`config.mk`:
```
export PLATFORM = sky130hd
export DESIGN_NAME = y86_alu64
export DESIGN_NICKNAME = d
export VERILOG_FILES = /design/src/rtl/y86_pkg.sv /design/src/rtl/y86_addsub.sv /design/src/rtl/y86_alu64.sv
export SDC_FILE = /design/constraint.sdc
export NUM_CORES = 1
export LEC_CHECK = 0
export CAP_MARGIN = 40
export CELL_PAD_IN_SITES_DETAIL_PLACEMENT = 1
export CELL_PAD_IN_SITES_GLOBAL_PLACEMENT = 1
export CORE_ASPECT_RATIO = 0.5
export CORE_MARGIN = 3
export CORE_UTILIZATION = 41
export DETAILED_ROUTE_END_ITERATION = 12
export PLACE_DENSITY_LB_ADDON = 0.1
export SLEW_MARGIN = 5
export SYNTH_ARGS = -nofsm -noshare
export SYNTH_HDL_FRONTEND = slang
export SYNTH_SLANG_ARGS = --single-unit
export TNS_END_PERCENT = 30
```
`constraint.sdc`:
```
create_clock -name clk -period 0.8 [get_ports clk]
set_input_delay 0.08 -clock clk [delete_from_list [all_inputs] [get_ports clk]]
set_output_delay 0.08 -clock clk [all_outputs]
set_load 0.05 [all_outputs]
```
`src/rtl/y86_pkg.sv`:
```
// Shared Y86-64 execute-stage definitions: ALU function codes and the machine word type.
package y86_pkg;

  localparam int unsigned WORD_W = 64;

  typedef logic [WORD_W-1:0] word_t;

  typedef enum logic [1:0] {
    ALU_ADD = 2'b00,
    ALU_SUB = 2'b01,
    ALU_AND = 2'b10,
    ALU_XOR = 2'b11
  } alu_fn_e;

endpackage

```
`src/rtl/y86_addsub.sv`:
```
// Combinational WIDTH-bit adder/subtractor with signed-overflow detection.
// Subtraction is a + ~b + 1: b is inverted and i_sub doubles as the carry-in.
module y86_addsub #(
  parameter int unsigned WIDTH = 64
) (
  input  logic [WIDTH-1:0] i_a,
  input  logic [WIDTH-1:0] i_b,
  input  logic             i_sub,
  output logic [WIDTH-1:0] o_sum,
  output logic             o_ovf
);

  logic [WIDTH-1:0] w_b_eff;
  logic [WIDTH-1:0] w_sum;

  // Operand conditioning, sum and overflow; the carry-out is deliberately dropped.
  always_comb begin
    w_b_eff = i_sub ? ~i_b : i_b;
    w_sum   = i_a + w_b_eff + {{(WIDTH-1){1'b0}}, i_sub};
    // Overflow when both effective operands share a sign the result does not.
    o_ovf   = (i_a[WIDTH-1] == w_b_eff[WIDTH-1]) && (w_sum[WIDTH-1] != i_a[WIDTH-1]);
    o_sum   = w_sum;
  end

endmodule

```
`src/rtl/y86_alu64.sv`:
```
// Y86-64 execute-stage ALU: ADD/SUB/AND/XOR with a registered result and signed-overflow flag.
// One operation per cycle, result one cycle after the operands are sampled.
// Optional feature macro ALU_CC_EN adds the registered condition-code port o_cc = {zf,sf,of}.
module y86_alu64
  import y86_pkg::*;
#(
  parameter int unsigned WIDTH = WORD_W
) (
  input  logic             clk,
  input  logic             rst_n,
  input  logic [1:0]       i_control,
  input  logic [WIDTH-1:0] i_a,
  input  logic [WIDTH-1:0] i_b,
  output logic [WIDTH-1:0] o_ans,
`ifdef ALU_CC_EN
  output logic [2:0]       o_cc,
`endif
  output logic             o_overflow
);

  logic [WIDTH-1:0] w_sum;
  logic             w_add_ovf;
  logic             w_is_sub;
  logic [WIDTH-1:0] w_ans;
  logic             w_ovf;

  logic [WIDTH-1:0] r_ans;
  logic             r_ovf;

  assign w_is_sub = (i_control == ALU_SUB);

  y86_addsub #(
    .WIDTH (WIDTH)
  ) u_addsub (
    .i_a   (i_a),
    .i_b   (i_b),
    .i_sub (w_is_sub),
    .o_sum (w_sum),
    .o_ovf (w_add_ovf)
  );

  // Result select; logical ops never flag overflow.
  always_comb begin
    w_ans = '0;
    w_ovf = 1'b0;
    unique case (alu_fn_e'(i_control))
      ALU_ADD, ALU_SUB: begin
        w_ans = w_sum;
        w_ovf = w_add_ovf;
      end
      ALU_AND: w_ans = i_a & i_b;
      ALU_XOR: w_ans = i_a ^ i_b;
    endcase
  end

  // Output register, cleared asynchronously.
  always_ff @(posedge clk or negedge rst_n) begin
    if (!rst_n) begin
      r_ans <= '0;
      r_ovf <= 1'b0;
    end else begin
      r_ans <= w_ans;
      r_ovf <= w_ovf;
    end
  end

  assign o_ans      = r_ans;
  assign o_overflow = r_ovf;

`ifdef ALU_CC_EN
  logic [2:0] r_cc;

  // Condition codes from the next result, captured on the same edge as the result.
  always_ff @(posedge clk or negedge rst_n) begin
    if (!rst_n) begin
      r_cc <= 3'b000;
    end else begin
      r_cc <= {(w_ans == '0), w_ans[WIDTH-1], w_ovf};
    end
  end

  assign o_cc = r_cc;
`endif

endmodule

```
==> impl_metrics.tcl, run 1 <==
set metrics [dict create \
    seq_area_frac_synth_pct 19.6 \
    dp.cells 1681 \
    floorplan.die.width_um 207 \
    io_pins 197 \
    synthesis.yosys.warnings 0 \
    tritoncts.num_buffers 9 \
    synth_seq_cells 65 \
    cts-root-buf "sky130_fd_sc_hd__clkbuf_16" \
    lastStage "clock tree synthesis (4_1_cts)" \
    rows 36 \
    routabilityCongestion 0.895 \
    ys_types 75 \
    total_nets_after_synthesis 1259 \
    initial_utilization_pct 42.2 \
    port-buffer-count 196 \
    synth_area_per_cell_sq_um 8.31 \
    post_cts_hold_buffer_count 1 \
    synth_flop_cell "sky130_fd_sc_hd__dfrtp_1" \
    buffers_inserted_by_post_cts_timing_repair 66 \
    die_y_um 107 \
    clock_tree.buffer_depth 2 \
    status "aborted with a tool error" \
    dp_hpwl_mm 31.2 \
    cts_sinks 65 \
    syn_std_cell_area_sq_mm 0.00831 \
    number_of_flops_mapped_to_enable_cells_by_yosys 0 \
    synthCells 1000 \
    firstError "[ERROR DPL-0033] detailed placement checks failed during check placement." \
    synth-async-reset-ratio_pct 100 \
    placed_cell_area_sq_mm 0.0132 \
    h-tree-depth 3 \
    post_cts_resized 265 \
]
[cells in the mapped netlist (11+ instances only)]
| cell | instances | area (sq um) |
|---|---|---|
| sky130_fd_sc_hd__ha_1 | 126 | 1580 |
| sky130_fd_sc_hd__a21oi_1 | 112 | 561 |
| sky130_fd_sc_hd__xnor2_1 | 87 | 762 |
| sky130_fd_sc_hd__nor2_1 | 82 | 308 |
| sky130_fd_sc_hd__nand2_1 | 80 | 300 |
| sky130_fd_sc_hd__dfrtp_1 | 65 | 1630 |
| sky130_fd_sc_hd__o21ai_0 | 63 | 315 |
| sky130_fd_sc_hd__mux2i_1 | 41 | 410 |
| sky130_fd_sc_hd__clkbuf_1 | 33 | 124 |
| sky130_fd_sc_hd__xor2_1 | 26 | 228 |
| sky130_fd_sc_hd__a21o_1 | 23 | 173 |
| sky130_fd_sc_hd__nand2b_1 | 20 | 125 |
| sky130_fd_sc_hd__inv_1 | 19 | 71.3 |
| sky130_fd_sc_hd__mux2_2 | 17 | 191 |
| sky130_fd_sc_hd__nand4_1 | 17 | 106 |
| sky130_fd_sc_hd__nor3_1 | 16 | 80.1 |
| sky130_fd_sc_hd__o211ai_1 | 15 | 113 |
| sky130_fd_sc_hd__o21bai_1 | 14 | 105 |
| sky130_fd_sc_hd__nand3_1 | 11 | 55.1 |
| sky130_fd_sc_hd__nor2b_1 | 11 | 68.8 |
[metrics by stage]
stage	utilization, %	worst slack, ns
after floorplan	-	-2.66
after global placement	66.9	-3.00
after detailed placement	66.9	-3.24
[cells by family after synthesis]
logic type / after synthesis / share of synthesized area [%]
AO/OA/AOI/OAI: 295 / 22.3
AND/OR/NAND/NOR: 268 / 15.3
adder cells (fa/ha/maj): 127 / 19.2
XOR/XNOR: 113 / 11.9
buffers and inverters: 74 / 4.44
flip-flops: 65 / 19.6
multiplexers: 58 / 7.24
==> run 2, diff against run 1 <==
Settings changed: CELL_PAD_IN_SITES_DETAIL_PLACEMENT 1 to not set, CELL_PAD_IN_SITES_GLOBAL_PLACEMENT 1 to not set, CORE_ASPECT_RATIO 0.5 to not set, CORE_UTILIZATION 41 to 40, PLACE_DENSITY_LB_ADDON 0.1 to 0.15.
==> run 2 against run 1 <==
Net effect: the flow now finishes, with violations (setup timing); area after synthesis did not move; synthesized cell count did not move.
==> impl_metrics.tcl, run 2 <==
set metrics [dict create \
    via_per_inst 5.35 \
    initial_utilization_pct 40.9 \
    number_of_flip_flops_in_the_largest_register 64 \
    io_pins 197 \
    ir_worst_vdd_uv 1050 \
    routabilityCongestion 0.902 \
    seq_area_sq_mm 0.00163 \
    ant_nets 0 \
    coreArea_sq_mm 0.0203 \
    worstHoldPathType "input pin to flip-flop" \
    grt_start_max_net_pins 74 \
    post-route-period-util_pct 382 \
    path_cells "buf_8 > nand2b_4 > buf_12 > buf_12 > buf_8 > xnor2_1 > ha_1 > nand4_1 > buf_4 > nor2_4 > o31a_2 > nor4_4 > a211o_4 > a2111oi_4 > o211ai_2 > buf_4 > a211oi_4 > nor3_2" \
    synthesis.yosys.warnings 0 \
    drive_above_1_share_pct 41.4 \
    pre_cts_ws_ns -3.08 \
    clock_tree.buffer_depth 2 \
    number_of_flops_mapped_to_enable_cells_by_yosys 0 \
    critical-path-max-stage-delay_ns 0.40 \
    remaining_drc_errors 0 \
    tightestPinTransition_ns 0.477 \
    worstHoldPathCells 5 \
    cpLargestDelayFamily "compound AO/OA/AOI/OAI gates" \
    fp.dieArea_sq_mm 0.0225 \
    worst-endpoint-arrival_ns 3.28 \
    vias 9472 \
    power_per_cell_area_mw_per_mm2 1740 \
    period_minus_slack_ns 3.06 \
    yosys.area.top_type_share_pct 19.6 \
    grt-ovfl-total 0 \
    rsz0062_at_grt "yes" \
    multiInputGateArea_sq_mm 0.00758 \
    critical_path_capture_point_type "flip-flop" \
    tritoncts.num_buffers 9 \
    synth_top_cell_by_area "sky130_fd_sc_hd__dfrtp_1" \
    leading_cell_types_in_the_layout_fill_and_taps_excluded "295 x sky130_fd_sc_hd__buf_4, 120 x sky130_fd_sc_hd__clkdlybuf4s50_1, 117 x sky130_fd_sc_hd__ha_1, 75 x sky130_fd_sc_hd__buf_12, 74 x sky130_fd_sc_hd__a21oi_1" \
    netlist_top_cells_count "126 x sky130_fd_sc_hd__ha_1, 112 x sky130_fd_sc_hd__a21oi_1, 87 x sky130_fd_sc_hd__xnor2_1" \
    synth_compound_area_share_pct 22.3 \
    setup_violations 129 \
    critical_path.max_fanout 6 \
    synth_top_family_by_area "compound AO/OA/AOI/OAI gates" \
    synth_flop_cell "sky130_fd_sc_hd__dfrtp_1" \
    routed_wire_length_per_instance_um 17.5 \
    required_ns 1.02 \
    synth.most_common_cell "sky130_fd_sc_hd__ha_1" \
    dp_hpwl_mm 22.1 \
    synth_simple_gate_area_share_pct 15.3 \
    path_depth 18 \
    wl_mm 31.0 \
    min_from "i_control[1]" \
    groute.usage.overall_pct 25.7 \
    synth_area_per_cell_sq_um 8.31 \
    diodes 0 \
    seq_area_frac_synth_pct 19.6 \
    port-buffer-count 196 \
    status "finished, violations left" \
    fill_cell_total_of_the_finished_layout 1428 \
    cts-root-buf "sky130_fd_sc_hd__clkbuf_16" \
    criticalPathCategory "input pin to flip-flop" \
    met3_grt_util_pct 3.37 \
    first_iter_violations 411 \
    rows 52 \
    synth_seq_cells 65 \
    ys_types 75 \
    synth-async-reset-ratio_pct 100 \
    area_delta_synth_final_pct 85.4 \
    post_synth_fa_ha_maj_area_fraction_pct 19.2 \
    timing.final.hold_violations 0 \
    layout.cells.most_common "sky130_fd_sc_hd__buf_4" \
    grt.busiest_layer "met2" \
    global_route_wire_length_before_repair_mm 46.5 \
    grt_antenna_before_repair 0 \
    worst-path-buf-inv 6 \
    startpoint "i_control[1]" \
    grt_util_met1_pct 30.7 \
    via_count_of_the_first_global_routing_pass 9485 \
    drt_pass_1_iters 5 \
    finish.net_count 1756 \
    timing.max_cap.violations 0 \
    h-tree-depth 3 \
    cts_tree "built" \
    floorplan.die.width_um 150 \
    synthCells 1000 \
    setup.worst_path.start_class "input pin" \
    whs_ns 0.263 \
    total_nets_after_synthesis 1259 \
    ys_top_cells_by_area "sky130_fd_sc_hd__dfrtp_1 20%, sky130_fd_sc_hd__ha_1 19%, sky130_fd_sc_hd__xnor2_1 9.2%" \
    clkTransAtPathRegs_ns 0.06 \
    finalMaxSlewViolations 0 \
    crit_slowest_cell "sky130_fd_sc_hd__a2111oi_4" \
    maxClockFrequency_mhz 327 \
    violated_checks "setup timing" \
    leakagePower_nw 6.97 \
    setup_slack_ns -2.26 \
    cts_sinks 65 \
    xor_xnor_share_of_the_synthesized_area_pct 11.9 \
    synth.mux.area_fraction_pct 7.24 \
    grtUsageMet2_pct 47.8 \
    syn_std_cell_area_sq_mm 0.00831 \
    worst_slew_margin_rel_pct 67.9 \
    die_y_um 150 \
]
## run 2: cell counts after synthesis
No cell type changed its count.
## run 2: area by class of cell
class,count,share of cell area (%)
clock buffers,13,1.56
clock inverters,3,0.422
inverters,19,0.463
multi-input cells,861,49.2
flip-flops and latches,65,10.6
well taps,270,2.19
repair buffers,541,35.6
## run 2: cell families after synthesis
kind of cell             count (synthesis)
AO/OA/AOI/OAI                          295
XOR/XNOR                               113
adder cells (fa/ha/maj)                127
buffers and inverters                   74
flip-flops                              65
multiplexers                            58
AND/OR/NAND/NOR                        268
## run 2: final timing paths
| check | end | slack, ns |
|---|---|---|
| worst max-delay path | o_ans[60] | -2.26 |
| worst min-delay path | o_ans[47] | 0.26 |
| min in group asynchronous | o_ans[10] | 0.28 |
| max in group asynchronous | o_ans[60] | 0.24 |
## run 2: routing by layer
layer | routed length [um] | vias up
met5 | 0 | -
met4 | 765 | 0
met2 | 16300 | 218
li1 | - | 4643
met1 | 12700 | 4568
met3 | 1190 | 43
## run 2: stage by stage
| step | power, mW | setup TNS (ns) | cells | cell area [sq um] | utilization (%) |
|---|---|---|---|---|---|
| 3_5_place_dp | 19.7 | -148.05 | 1690 | 13200 | 65.1 |
| 4_1_cts | 25.5 | -125.71 | 1754 | 14600 | 71.9 |
| 3_3_place_gp | 19.5 | -144.90 | 1690 | 13200 | 65.1 |
| 5_1_grt | 28.2 | -134.18 | 1772 | 15400 | 75.9 |
| 6_report | 26.8 | -126.30 | 1772 | 15400 | 75.9 |
| 2_1_floorplan | 12.0 | -120.84 | 1000 | 8480 | - |
## run 2: timing repair
action | in CTS | in global routing
endpoints found under the setup margin | 130 | 129
pin swaps | 106 | 93
hold endpoints to repair | 65 | 0
setup buffers | 50 | 28
resized for setup | 194 | 118
hold buffers | 1 | 0
## run 2: power breakdown
part | total, mW | switching (mW) | internal [mW]
logic | 17.9 | 8.76 | 9.15
registers | 4.56 | 0.615 | 3.95
clock network | 4.37 | 1.64 | 2.73
total | 26.8 | 11.0 | 15.8
(Power assumes the default switching activity.)
